[config.mk]
export PLATFORM = sky130hd
export DESIGN_NAME = char_row_renderer
export DESIGN_NICKNAME = d
export VERILOG_FILES = /design/src/rtl/char_row_renderer.sv
export SDC_FILE = /design/constraint.sdc
export NUM_CORES = 1
export LEC_CHECK = 0
export BUFFER_PORTS_ARGS = -buffer_cell sky130_fd_sc_hd__buf_2
export CAP_MARGIN = 5
export CORE_ASPECT_RATIO = 0.5
export CORE_MARGIN = 10
export CORE_UTILIZATION = 58
export DETAILED_ROUTE_END_ITERATION = 8
export GPL_ROUTABILITY_DRIVEN = 1
export HOLD_SLACK_MARGIN = 0.05
export PLACE_DENSITY = 0.84
export REMOVE_ABC_BUFFERS = 1
export SLEW_MARGIN = 15
export SYNTH_ARGS = -nofsm -noshare
export SYNTH_HDL_FRONTEND = slang
export SYNTH_SLANG_ARGS = --single-unit
export TNS_END_PERCENT = 10
[constraint.sdc]
create_clock -name clk -period 5.4 [get_ports clk]
set_input_delay 0.54 -clock clk [delete_from_list [all_inputs] [get_ports clk]]
set_output_delay 0.54 -clock clk [all_outputs]
set_load 0.02 [all_outputs]
[src/rtl/char_row_renderer.sv]
// Scanline renderer: fetches COLS code/attribute cells and streams 8 pixels per cell to the pixel buffer.
// Optional cursor inversion (fg/bg swap on one column) is enabled by defining RENDER_CURSOR_EN.
module char_row_renderer #(
  parameter int COLS     = 100,
  parameter int PIX_BASE = 0,
  parameter int PIX_AW   = 10
) (
  input  logic              clk,
  input  logic              rst,
  input  logic              start,
  input  logic [3:0]        font_row,
  output logic              busy,
  output logic              done,
  output logic              chrowbuf_rd_n,
  output logic [7:0]        chrowbuf_rd_addr,
  input  logic [15:0]       chrowbuf_rd_data,
  output logic              fontmem_rd_n,
  output logic [11:0]       fontmem_rd_addr,
  input  logic [7:0]        fontmem_rd_data,
  output logic              palette_rd_n,
  output logic [7:0]        palette_rd_addr,
  input  logic [15:0]       palette_rd_data,
  output logic              pixbuf_wr_n,
  output logic [PIX_AW-1:0] pixbuf_wr_addr,
  output logic [15:0]       pixbuf_wr_data
`ifdef RENDER_CURSOR_EN
  ,
  input  logic              cursor_on,
  input  logic [7:0]        cursor_col
`endif
);

  // Handshake between the two FSMs: the fetch side raises next_valid when a
  // complete cell (pattern, fg, bg, column) sits in the next_* registers; the
  // emitter takes it with emit_load, which clears next_valid on the same edge.
  typedef enum logic [2:0] {
    F_IDLE, S_CH, S_FONT, S_BG, S_PUT, S_WAIT
  } fetch_state_t;

  typedef enum logic {
    E_IDLE, E_RUN
  } emit_state_t;

  localparam logic [7:0]        LAST_COL = 8'(COLS - 1);
  localparam logic [PIX_AW-1:0] BASE_A   = PIX_AW'(PIX_BASE);

  fetch_state_t f_state;
  emit_state_t  e_state;

  logic [7:0]  fetch_col;
  logic [3:0]  row_q;
  logic [3:0]  bg_idx;
  logic [7:0]  next_pat;
  logic [15:0] next_fg;
  logic [15:0] next_bg;
  logic [7:0]  next_col;
  logic        next_valid;

  logic [2:0]  k;
  logic [7:0]  cur_pat;
  logic [15:0] cur_fg;
  logic [15:0] cur_bg;
  logic [7:0]  emit_col;

  logic start_ok;
  logic emit_load;
  logic swap;

  assign start_ok  = start && (f_state == F_IDLE) && !busy;
  assign emit_load = next_valid && ((e_state == E_IDLE) || (k == 3'd7));

`ifdef RENDER_CURSOR_EN
  logic       cursor_on_q;
  logic [7:0] cursor_col_q;

  always_ff @(posedge clk) begin
    if (rst) begin
      cursor_on_q  <= 1'b0;
      cursor_col_q <= 8'd0;
    end else if (start_ok) begin
      cursor_on_q  <= cursor_on;
      cursor_col_q <= cursor_col;
    end
  end

  // Columns never exceed COLS-1, so an out-of-range cursor_col simply never matches.
  assign swap = cursor_on_q && (next_col == cursor_col_q);
`else
  assign swap = 1'b0;
`endif

  always_ff @(posedge clk) begin
    if (rst) begin
      f_state    <= F_IDLE;
      fetch_col  <= 8'd0;
      row_q      <= 4'd0;
      bg_idx     <= 4'd0;
      next_pat   <= 8'd0;
      next_fg    <= 16'd0;
      next_bg    <= 16'd0;
      next_col   <= 8'd0;
      next_valid <= 1'b0;
    end else begin
      if (emit_load) next_valid <= 1'b0;
      case (f_state)
        F_IDLE: begin
          if (start_ok) begin
            row_q     <= font_row;
            fetch_col <= 8'd0;
            f_state   <= S_CH;
          end
        end
        S_CH:   f_state <= S_FONT;
        S_FONT: begin
          bg_idx  <= chrowbuf_rd_data[15:12];
          f_state <= S_BG;
        end
        S_BG: begin
          next_pat <= fontmem_rd_data;
          next_fg  <= palette_rd_data;
          f_state  <= S_PUT;
        end
        S_PUT: begin
          // Placed after the consume clear so a same-cycle consume still lands the new cell.
          next_bg    <= palette_rd_data;
          next_col   <= fetch_col;
          next_valid <= 1'b1;
          fetch_col  <= fetch_col + 8'd1;
          f_state    <= (fetch_col == LAST_COL) ? F_IDLE : S_WAIT;
        end
        S_WAIT: begin
          if (!next_valid || emit_load) f_state <= S_CH;
        end
        default: f_state <= F_IDLE;
      endcase
    end
  end

  always_ff @(posedge clk) begin
    if (rst) begin
      e_state  <= E_IDLE;
      k        <= 3'd0;
      cur_pat  <= 8'd0;
      cur_fg   <= 16'd0;
      cur_bg   <= 16'd0;
      emit_col <= 8'd0;
      busy     <= 1'b0;
      done     <= 1'b0;
    end else begin
      done <= 1'b0;
      if (start_ok) busy <= 1'b1;
      if (emit_load) begin
        e_state  <= E_RUN;
        k        <= 3'd0;
        cur_pat  <= next_pat;
        cur_fg   <= swap ? next_bg : next_fg;
        cur_bg   <= swap ? next_fg : next_bg;
        emit_col <= next_col;
      end else if (e_state == E_RUN) begin
        if (k == 3'd7) begin
          e_state <= E_IDLE;
          k       <= 3'd0;
          if (emit_col == LAST_COL) begin
            done <= 1'b1;
            busy <= 1'b0;
          end
        end else begin
          k <= k + 3'd1;
        end
      end
    end
  end

  // {emit_col, k} is 8*col + k; the PIX_AW-wide add wraps modulo the buffer size.
  always_comb begin
    chrowbuf_rd_n    = (f_state != S_CH);
    chrowbuf_rd_addr = (f_state == S_CH) ? fetch_col : 8'd0;
    fontmem_rd_n     = (f_state != S_FONT);
    fontmem_rd_addr  = (f_state == S_FONT) ? {chrowbuf_rd_data[7:0], row_q} : 12'd0;
    palette_rd_n     = !((f_state == S_FONT) || (f_state == S_BG));
    palette_rd_addr  = 8'd0;
    if (f_state == S_FONT)    palette_rd_addr = {4'd0, chrowbuf_rd_data[11:8]};
    else if (f_state == S_BG) palette_rd_addr = {4'd0, bg_idx};
    pixbuf_wr_n    = (e_state != E_RUN);
    pixbuf_wr_addr = '0;
    pixbuf_wr_data = 16'd0;
    if (e_state == E_RUN) begin
      pixbuf_wr_addr = BASE_A + PIX_AW'({emit_col, k});
      pixbuf_wr_data = cur_pat[3'd7 - k] ? cur_fg : cur_bg;
    end
  end

endmodule

# Yosys cells after proc, flatten, opt, wreduce, memory -nomap -nowiden
# Index checks and enable logic that the tools add are counted.
[op_classes] add_sub_neg=3 n_lt_le_gt_ge=1 eq_ne=12 n_mux=27 bitwise_logic=2 reduce_logical=17
[ops] operator="$mux W16" n=2
[ops] operator="$pmux W3 S6" n=1
[ops] operator="$eq A8 B7 Y1 const B" n=2
[ops] operator="$mux W8" n=2
[ops] operator="$pmux W8 S2" n=1
[ops] operator="$mux W1" n=12
[ops] operator="$mux W12" n=1
[ops] operator="$mux W3" n=4
[ops] operator="$mux W10" n=1
[ops] operator="$eq A3 B3 Y1 const B" n=3
[ops] operator="$add A8 B1 Y8 const B" n=1
[ops] operator="$mux W4" n=2
[ops] operator="$eq A3 B2 Y1 const B" n=2
[ops] operator="$reduce_and A2 Y1" n=3
[ops] operator="$lt A3 B4 Y1 const B" n=1
[ops] operator="$ne A2 B2 Y1 const B" n=2
[ops] operator="$reduce_bool A2 Y1" n=2
[ops] operator="$reduce_or A4 Y1" n=1
[ops] operator="$add A3 B1 Y3 const B" n=1
[ops] operator="$bmux W1 S3" n=1
[ops] operator="$eq A3 B1 Y1 const B" n=1
[ops] operator="$logic_and A1 B1 Y1" n=3
[ops] operator="$logic_not A1 Y1" n=3
[ops] operator="$logic_not A3 Y1" n=1
[ops] operator="6 further kinds" n=9
[totals] register_bits=122 inputBits=47 output_inout_bits=60 wordCells=79

# Logic depth before layout (Yosys ltp)
# Gate-level depths: netlist of run 1.
[depth] word_depth=8 mapped_depth=8 mapped_depth_nobuf=6

# Worst setup path after synthesis of run 1
# No wires, ideal clock.
[synth_timing] path_kind="reg2out" start="register k[0]" end="output pixbuf_wr_data[0]" t_arrival_ns=1.776 path_slack_ns=3.084 path_stages_with_launch=6 cell_sequence="dfxtp_1 > buf_2 > mux2i_1 > mux4_2 > clkbuf_1 > o21ai_0"
[synth_via] elab_chain_cells=5
[synth_lines] item="from (decl)" line_no="59" rtl="logic [2:0] k;"
[synth_lines] item="from (signal assigned)" line_no="168" rtl="k <= k + 3'd1;"
[synth_lines] item="$sub A3 B3 Y3" line_no="189" rtl="pixbuf_wr_data = cur_pat[3'd7 - k] ? cur_fg : cur_bg;"
[synth_lines] item="$bmux W1 S3" line_no="189"
[synth_lines] item="$mux W1 (not written as such)" line_no="189"
[synth_lines] item="$mux W16" line_no="189"
[synth_lines] item="$mux W16" line_no="187" rtl="if (e_state == E_RUN) begin"
[synth_lines] item="to (decl)" line_no="25" rtl="output logic [15:0] pixbuf_wr_data"
# No other way between the ends. The select of a mux whose other input is x is not followed.

# Final worst setup path of run 1
[layout_timing] start="register k[0]" end="output pixbuf_wr_data[7]"
# Same word-level chain as after synthesis.

==> results of run 1 <==
## area by class of cell
cell class / instances / area share
flip-flops and latches: 122 / 0.4021
multi-input cells: 487 / 0.3850
clock inverters: 13 / 0.02081
well taps: 112 / 0.02307
inverters: 7 / 0.004326
repair buffers: 106 / 0.09003
clock buffers: 19 / 0.07458
## where the power goes
group	internal (µW)	leakage, µW	switching [µW]
combinational	51.8	0.00104	104
sequential	920	0.000984	19.3
clock	696	0.000284	400
## synthesized netlist by cell type
cell	instances	area (µm²)
nand2_1	230	863.3
dfxtp_1	122	2442
a21oi_1	113	565.5
clkbuf_1	44	165.2
and2_1	31	193.9
o21ai_0	21	105.1
nand3_1	20	100.1
nor2_1	17	63.81
mux2i_1	9	90.09
inv_1	7	26.28
nor3_1	6	30.03
buf_4	5	37.54
a31oi_1	3	18.77
buf_1	3	11.26
buf_2	3	15.01
ha_1	3	37.54
nand2b_1	3	18.77
and3_1	2	12.51
nand3b_1	2	15.01
nor2b_1	2	12.51
nor3b_1	2	15.01
o211ai_1	2	15.01
or3_1	2	12.51
a21o_1	1	7.510
a221oi_1	1	8.760
a22oi_1	1	7.510
a41oi_1	1	8.760
and4b_1	1	10.01
conb_1	1	3.750
mux4_2	1	22.52
nand4bb_1	1	11.26
nor4b_1	1	8.760
o21bai_1	1	7.510
o31ai_1	1	7.510
or2_2	1	6.260
or3_4	1	11.26
or3b_1	1	8.760
or4b_2	1	10.01
xnor2_1	1	8.760
## metal layers
layer  vias to the layer above  share of wire  routed length, µm
met5                         -              0                  0
met4                         0          0.012                146
met3                        13          0.093               1171
met2                       132           0.49               6115
met1                      2093           0.41               5147
li1                       2324              -                  -
## tightest hold or removal path: cells and delay by family
kind | cells | cell delay [ps]
AO/OA/AOI/OAI | 1 | 50
buffers and inverters | 1 | 90
AND/OR/NAND/NOR | 1 | 40
## cells by family (layout without fill, tap and decap cells)
family / after synthesis / count (layout) / synth area share
XOR/XNOR: 1 / 1 / 0.001746
other: 1 / 4 / 0.0007476
flip-flops: 122 / 122 / 0.4869
AO/OA/AOI/OAI: 145 / 145 / 0.1499
adder cells (fa/ha/maj): 3 / 3 / 0.007484
AND/OR/NAND/NOR: 324 / 324 / 0.2799
buffers and inverters: 62 / 145 / 0.05089
multiplexers: 10 / 10 / 0.02245
## worst paths after layout
path                       endpoint  slack (ps)                from  cells after the start
setup / recovery  pixbuf_wr_data[7]        2460                k[0]                      4
hold / removal          next_pat[0]         370  fontmem_rd_data[0]                      3
setup reg to reg        emit_col[2]        2980                k[0]                      6
hold reg to reg          cur_bg[11]         450         next_bg[11]                      2
## sequential cells by signal, summed over array words and instances (netlist names), 3 cells and up
name and flops:
next_pat 8, cur_fg 16, cur_pat 8, k 3
fetch_col 8, next_fg 16, cur_bg 16, emit_col 8
bg_idx 4, row_q 4, f_state 3, next_bg 16
next_col 8
## through the flow
stage | utilization | setup WS [ps]
finish | 0.7405 | 2462
global route | 0.7405 | 2213
CTS | 0.7400 | 2473
detailed placement | 0.6694 | 2913
global placement | 0.6694 | 2959
floorplan | - | 2924
==> reports/metrics.cfg, run 1 <==
[critical_path]
critical_path_peak_fanout = 32
cp-end-kind = output pin
cp_top_family = multiplexers
crit_chain = mux2i_1 > mux4_2 > o21ai_0 > buf_2
worst-path-buf-inv = 1
worstSetupPathType = reg -> out
arrival_ps = 2400
max_stage_delay_ps = 750
critPathLaunchType = register
worst_path_max_delay_cell = mux4_2
critPathRequiredTime_ps = 4860

[drt]
vias = 4562
firstDrtPassIters = 4
drtIter0Drc = 286
wire_per_inst_um = 14.53
routed_via_density = 5.268
route.detailed.drc = 0
postRouteAntennaNets = 0
wl_mm = 12.58

[floorplanning]
fp-row-count = 23
die_h_um = 85.76
dieArea_um2 = 12990
io_pins = 107
start_util = 0.6116
die_w_um = 151.5
fp.coreArea_um2 = 8202

[power_and_ir_drop]
leakagePower_uw = 0.002304
p_total_uw = 2191
cellPowerDensity_nw_per_um2 = 360.8
vdd_drop_max_mv = 0.2513

[logic_synthesis]
yosysWarnings = 0
yosysSeqAreaShare = 0.4869
ys_types = 39
synthesis.area_um2 = 5016
synth_seq_cells = 122
avgSynthCellArea_um2 = 7.509
synthesis.instances = 668

[clocking]
cts_tree = done
root_buffer = clkbuf_16
cts.sinks = 122
cts_setup_buffers = 0
clkLatencyLatePin_ps = 410
h-tree-depth = 4
clk_pin_slew_ps = 50
cts_buffers = 17
cts.path.max_buffers = 2
post_cts_resized = 0
cts_hold_buffers = 0

[layout]
final_cell_area_um2 = 6073
nets = 791
fin_cells = 866
syn_to_final_growth_pct = 21.08
drive_gt1_frac = 0.1923
layout.cells.most_common = nand2_1
fillers = 653
final_cell_mix = nand2_1, dfxtp_1, a21oi_1
multi_input_area_um2 = 2338
regArea_um2 = 2442
n_antenna_cell = 0

[placement]
hpwl_mm = 7.765
port_buffers = 102
place.gp.congestion = 0.7675
place_area_um2 = 5490
dp_cells = 834

[sta]
maxSlewHeadroom = 0.2724
holdWs_ps = 368.4
worst_pin_slew_ps = 1090
setup_tns_ps = 0
setup_violations = 0
period_needed_ps = 2938
hold_viol_final = 0
fmax_mhz = 340.3
period_share = 0.5442
rsz0062_at_grt = false
slew_viol_final = 0
finalClockSkew_ps = 6.125

[grt]
top_usage_layer = met2
antenna_found_initial = 0
grt_pass1_vias = 4439
grt_use_met1 = 0.2131
grtUsageTotal = 0.1943
grt_use_met2 = 0.3348
grt-ovfl-total = 0
grt_pass1_wl_mm = 20.64
grt_max_degree = 123
met3_usage = 0.08019

[run]
cap_violations = 0

[run_status]
status = finished clean

[hold_path]
holdCritPathClass = in -> reg

(Power assumes the default switching activity.)
==> run 2: changes to the inputs <==
CORE_UTILIZATION = 49   (was 58)
PLACE_DENSITY = 0.76   (was 0.84)
clock period = 2.7 ns   (was 5.4 ns; I/O delays follow)
==> reports/metrics.cfg, run 2 (synthesis results as in run 1) <==
[placement]
dp_slack_ps = 499.7  ; -2414 ps
hpwl_mm = 8.334  ; +7.3%
place.gp.congestion = 0.7976  ; +3.9%
port_buffers = 102  ; unchanged

[power_and_ir_drop]
combPwrFrac = 0.078  ; +0.007
vdd_drop_max_mv = 0.5286  ; +110%
cellPowerDensity_nw_per_um2 = 699.6  ; +94%
p_sw_uw = 1007  ; +93%
seqPwrFrac = 0.429  ; about the same
p_clk_frac = 0.492  ; -0.008
leakagePower_uw = 0.002367  ; +2.7%
p_sw_frac = 0.2313  ; -0.007532
p_int_uw = 3348  ; +100%
p_total_uw = 4356  ; +99%

[drt]
routed_via_density = 5.099  ; -3.2%
wire_per_inst_um = 14.76  ; +1.6%
wl_mm = 13.27  ; +5.5%
postRouteAntennaNets = 0  ; unchanged
drtIter0Drc = 300  ; +4.9%
route.detailed.drc = 0  ; unchanged
firstDrtPassIters = 4  ; unchanged
vias = 4584  ; +0.48%

[layout]
nets = 803  ; +1.5%
n_antenna_cell = 0  ; unchanged
final_cell_mix = nand2_1, dfxtp_1, a21oi_1
syn_to_final_growth_pct = 24.12
drive_gt1_frac = 0.2003  ; +0.007954
fillers = 848  ; +30%
layout.cells.most_common = nand2_1
postLayoutCoreUtil = 0.6421  ; -0.09844

[sta]
worst_slack_ps = 90.62  ; -2371 ps
slew_viol_final = 0  ; unchanged
worst_pin_slew_ps = 573.8  ; -516.4 ps
hold_viol_final = 0  ; unchanged
period_share = 0.9664
setup_violations = 0  ; unchanged
maxSlewHeadroom = 0.6154  ; +0.3430
period_needed_ps = 2609
setup_tns_ps = 0  ; unchanged
finalClockSkew_ps = 9.267  ; +3.142 ps
fmax_mhz = 383.2
rsz0062_at_grt = false

[floorplanning]
start_util = 0.5173  ; -0.09430
die_h_um = 91.55  ; +6.7%
fp-row-count = 25  ; +8.7%
io_pins = 107  ; unchanged
fp.coreArea_um2 = 9697  ; +18%
die_w_um = 163.1  ; +7.6%
dieArea_um2 = 14930  ; +15%

[clocking]
h-tree-depth = 4  ; unchanged
cts.sinks = 122  ; unchanged
cts_tree = done
clkLatencyLatePin_ps = 410  ; about the same
cts.path.max_buffers = 2  ; unchanged
root_buffer = clkbuf_16
cts_buffers = 17  ; unchanged
clk_pin_slew_ps = 50  ; about the same

[grt]
grt_pass1_vias = 4449  ; +0.23%
grt-ovfl-total = 0  ; unchanged
grtUsageTotal = 0.1746  ; -0.01974
grt_pass1_wl_mm = 21.46  ; +3.9%
grt_max_degree = 89  ; -28%
antenna_found_initial = 0  ; unchanged

[critical_path]
arrival_ps = 2340  ; -60 ps
critPathRequiredTime_ps = 2430  ; -2430 ps
critPathLaunchType = register
max_stage_delay_ps = 530  ; -220 ps
worstSetupPathType = reg -> out
cp-end-kind = output pin
worst_path_max_delay_cell = dfxtp_1
crit_chain = mux2i_1 > mux4_2 > buf_4 > o21ai_0 > buf_2
critical_path_peak_fanout = 8  ; -75%

[run]
cap_violations = 0  ; unchanged

[hold_path]
holdCritPathClass = in -> reg

[run_status]
status = finished clean

-- run 2: final timing paths --
path / cells past startpoint / slack (ps) / startpoint / endpoint
worst max-delay path: 5 / 90 / k[0] / pixbuf_wr_data[1]
worst min register to register: 2 / 450 / row_q[0] / row_q[0]
worst max register to register: 7 / 400 / k[0] / emit_col[3]
worst min-delay path: 3 / 90 / fontmem_rd_data[5] / next_pat[5]
-- run 2: power by group through the flow --
stage | sequential [µW] | combinational, µW | clock (µW)
2_1_floorplan | 1910 | 173 | 0
3_3_place_gp | 1910 | 340 | 0
3_5_place_dp | 1910 | 343 | 0
4_1_cts | 1870 | 345 | 2190
5_1_grt | 1870 | 382 | 2280
6_report | 1870 | 342 | 2140
-- run 2: layout make-up --
cell class	count	area (µm²)	share of cell area
Timing Repair Buffer	117	663.1	0.1065
Sequential cell	122	2442	0.3923
Clock buffer	22	464.2	0.07456
Inverter	7	26.28	0.004220
Clock inverter	8	96.34	0.01547
Multi-Input combinational cell	488	2365	0.3798
Tap cell	135	168.9	0.02713
-- run 2: through the flow --
step / instance area [µm²] / hold WS, ps / instances
finish: 6226 / 94.84 / 899
global route: 6226 / 98.13 / 899
CTS: 6185 / 80.89 / 896
detailed placement: 5624 / 441.9 / 866
global placement: 5624 / 435.9 / 866
floorplan: 4798 / 339.1 / 616
-- run 2: critical path, delay by kind of cell (launching register included) --
family                 cells  cell delay [ps]
buffers and inverters      2              410
muxes                      2              750
AOI/OAI and AO/OA          1              240
DFF                        1              530
-- run 2: repair_timing --
action	CTS	global route
setup endpoints to repair	0	13
setup buffers	0	2
resized for setup	0	2
hold buffers	0	0
-- run 2: layer usage --
layer  track usage  share of wire  up-vias  routed length (µm)
li1              -              -     2363                   -
met1        0.2025           0.43     2077                5651
met2        0.2926           0.48      123                6434
met3       0.05586          0.073       21                 967
met4       0.07239          0.016        0                 215
met5             0              0        -                   0
==> run 3: changes to the inputs <==
CORE_MARGIN = 4   (was 10)
CORE_UTILIZATION = 54   (was 49)
PLACE_DENSITY = 0.79   (was 0.76)
clock period = 2.5 ns   (was 2.7 ns; I/O delays follow)
==> reports/metrics.cfg, run 3 (synthesis results as in run 1) <==
[floorplanning]
io_pins = 107  ; unchanged
fp-row-count = 24  ; -4.0%
start_util = 0.5643  ; +0.04704
dieArea_um2 = 10990  ; -26%
fp.coreArea_um2 = 8889  ; -8.3%
die_w_um = 144.3  ; -12%
die_h_um = 76.15  ; -17%

[clocking]
cts.sinks = 122  ; unchanged
cts.path.max_buffers = 2  ; unchanged
root_buffer = clkbuf_16
clkLatencyLatePin_ps = 410  ; about the same
clk_pin_slew_ps = 50  ; about the same
cts_buffers = 17  ; unchanged
h-tree-depth = 4  ; unchanged
cts_tree = done

[critical_path]
critPathLaunchType = register
critical_path_peak_fanout = 32  ; +24
crit_chain = mux2i_1 > mux4_2 > nand3_1 > o21ai_0 > buf_2
worstSetupPathType = reg -> out
worst_path_max_delay_cell = mux4_2
cp-end-kind = output pin
critPathRequiredTime_ps = 2250  ; -180 ps
max_stage_delay_ps = 760  ; +230 ps
arrival_ps = 2120  ; -220 ps

[drt]
top_layer_used = met4
drtIter0Drc = 264  ; -12%
wl_mm = 12.21  ; -8.0%
firstDrtPassIters = 5  ; +1
routed_via_density = 5.326  ; +4.5%
vias = 4687  ; +2.2%
route.detailed.drc = 0  ; unchanged
postRouteAntennaNets = 0  ; unchanged
route.met2.wl_mm = 5.736  ; -11%
wl_met1_mm = 5.462  ; -3.3%
wl_met3_um = 789  ; -18%
wire_per_inst_um = 13.88  ; -6.0%

[grt]
grt_max_degree = 65  ; -27%
grt_pass1_wl_mm = 20.61  ; -4.0%
grt_pass1_vias = 4407  ; -0.94%
grt-ovfl-total = 0  ; unchanged
antenna_found_initial = 0  ; unchanged
grtUsageTotal = 0.2296  ; +0.05504

[hold_path]
holdCritPathClass = in -> reg

[power_and_ir_drop]
cellPowerDensity_nw_per_um2 = 802.9  ; +15%
p_total_uw = 5018  ; +15%
leakagePower_uw = 0.002385  ; +0.79%
vdd_drop_max_mv = 0.4706  ; -11%

[sta]
worst_pin_slew_ps = 679.7  ; +105.9 ps
slew_viol_final = 0  ; unchanged
fmax_mhz = 422.8
hold_viol_final = 0  ; unchanged
maxSlewHeadroom = 0.5469  ; -0.06849
period_share = 0.9460
setup_violations = 0  ; unchanged
period_needed_ps = 2365
finalClockSkew_ps = 5.942  ; -3.325 ps

[layout]
nets = 800  ; -0.37%
final_cell_area_um2 = 6250  ; +0.38%
drive_gt1_frac = 0.2045  ; +0.004194
n_antenna_cell = 0  ; unchanged
fin_cells = 880  ; -2.1%
fillers = 710  ; -16%
layout.cells.most_common = nand2_1
syn_to_final_growth_pct = 24.59
postLayoutCoreUtil = 0.7031  ; +0.06106
final_cell_mix = nand2_1, dfxtp_1, a21oi_1

[run_status]
status = finished clean

[placement]
hpwl_mm = 7.470  ; -10%
place_area_um2 = 5592  ; -0.58%
port_buffers = 102  ; unchanged
dp_cells = 848  ; -2.1%
place.gp.congestion = 0.7851  ; -1.6%

[run]
cap_violations = 0  ; unchanged

-- run 3: changes by cell type in the layout (fill, tap and decap cells not counted), moves of 2 or more --
cell and delta:
clkbuf_8 +2, clkinv_2 -2, clkbuf_1 -2, bufinv_16 +2
-- run 3: through the flow --
step / setup TNS, ps / setup slack [ps] / hold slack [ps]
3_3_place_gp: 0 / 486.8 / 436.7
3_5_place_dp: 0 / 411.6 / 442.2
4_1_cts: 0 / 92.91 / 67.42
5_1_grt: -1.586 / -1.329 / 60.83
6_report: 0 / 134.9 / 78.93
2_1_floorplan: 0 / 23.74 / 319.1
-- run 3: final cells by class --
cell class	instances	area, µm²	share of cell area
flip-flops and latches	122	2446	0.3914
multi-input cells	487	2346	0.3754
repair buffers	115	638.1	0.1021
clock buffers	22	484.2	0.07748
clock inverters	10	162.7	0.02603
well taps	117	146.4	0.02342
inverters	7	26.28	0.004204
-- run 3: worst paths after layout --
path / from / to / slack [ps] / cells after the start
setup / recovery: k[0] / pixbuf_wr_data[11] / 130 / 5
hold / removal: chrowbuf_rd_data[13] / bg_idx[1] / 80 / 3
setup reg to reg: e_state / cur_pat[6] / 620 / 5
hold reg to reg: row_q[0] / row_q[0] / 450 / 2
-- run 3: metal layers --
layer	track usage	vias up
met5	0	-
li1	-	2354
met4	0.06518	0
met3	0.06708	19
met1	0.2907	2159
met2	0.3809	155
-- run 3: critical path: cells and delay by family, from the launching register on --
family / cells / cell delay [ps]
mux: 2 / 880
simple gates: 1 / 180
compound gates: 1 / 90
flops: 1 / 370
buf+inv: 1 / 190
-- run 3: what timing repair did --
item | CTS | global route
hold buffers | 0 | 0
buffers inserted | 0 | 0
endpoints found under the setup margin | 16 | 12
resized for setup | 1 | 3
endpoints found under the hold margin | 0 | 0
-- run 3: power by group --
| part | leakage [µW] | total [µW] | switching [µW] | internal (µW) |
|---|---|---|---|---|
| Sequential | 0.000985 | 2020 | 34.5 | 1990 |
| Combinational | 0.00109 | 366 | 238 | 128 |
| Clock | 0.000313 | 2630 | 856 | 1780 |
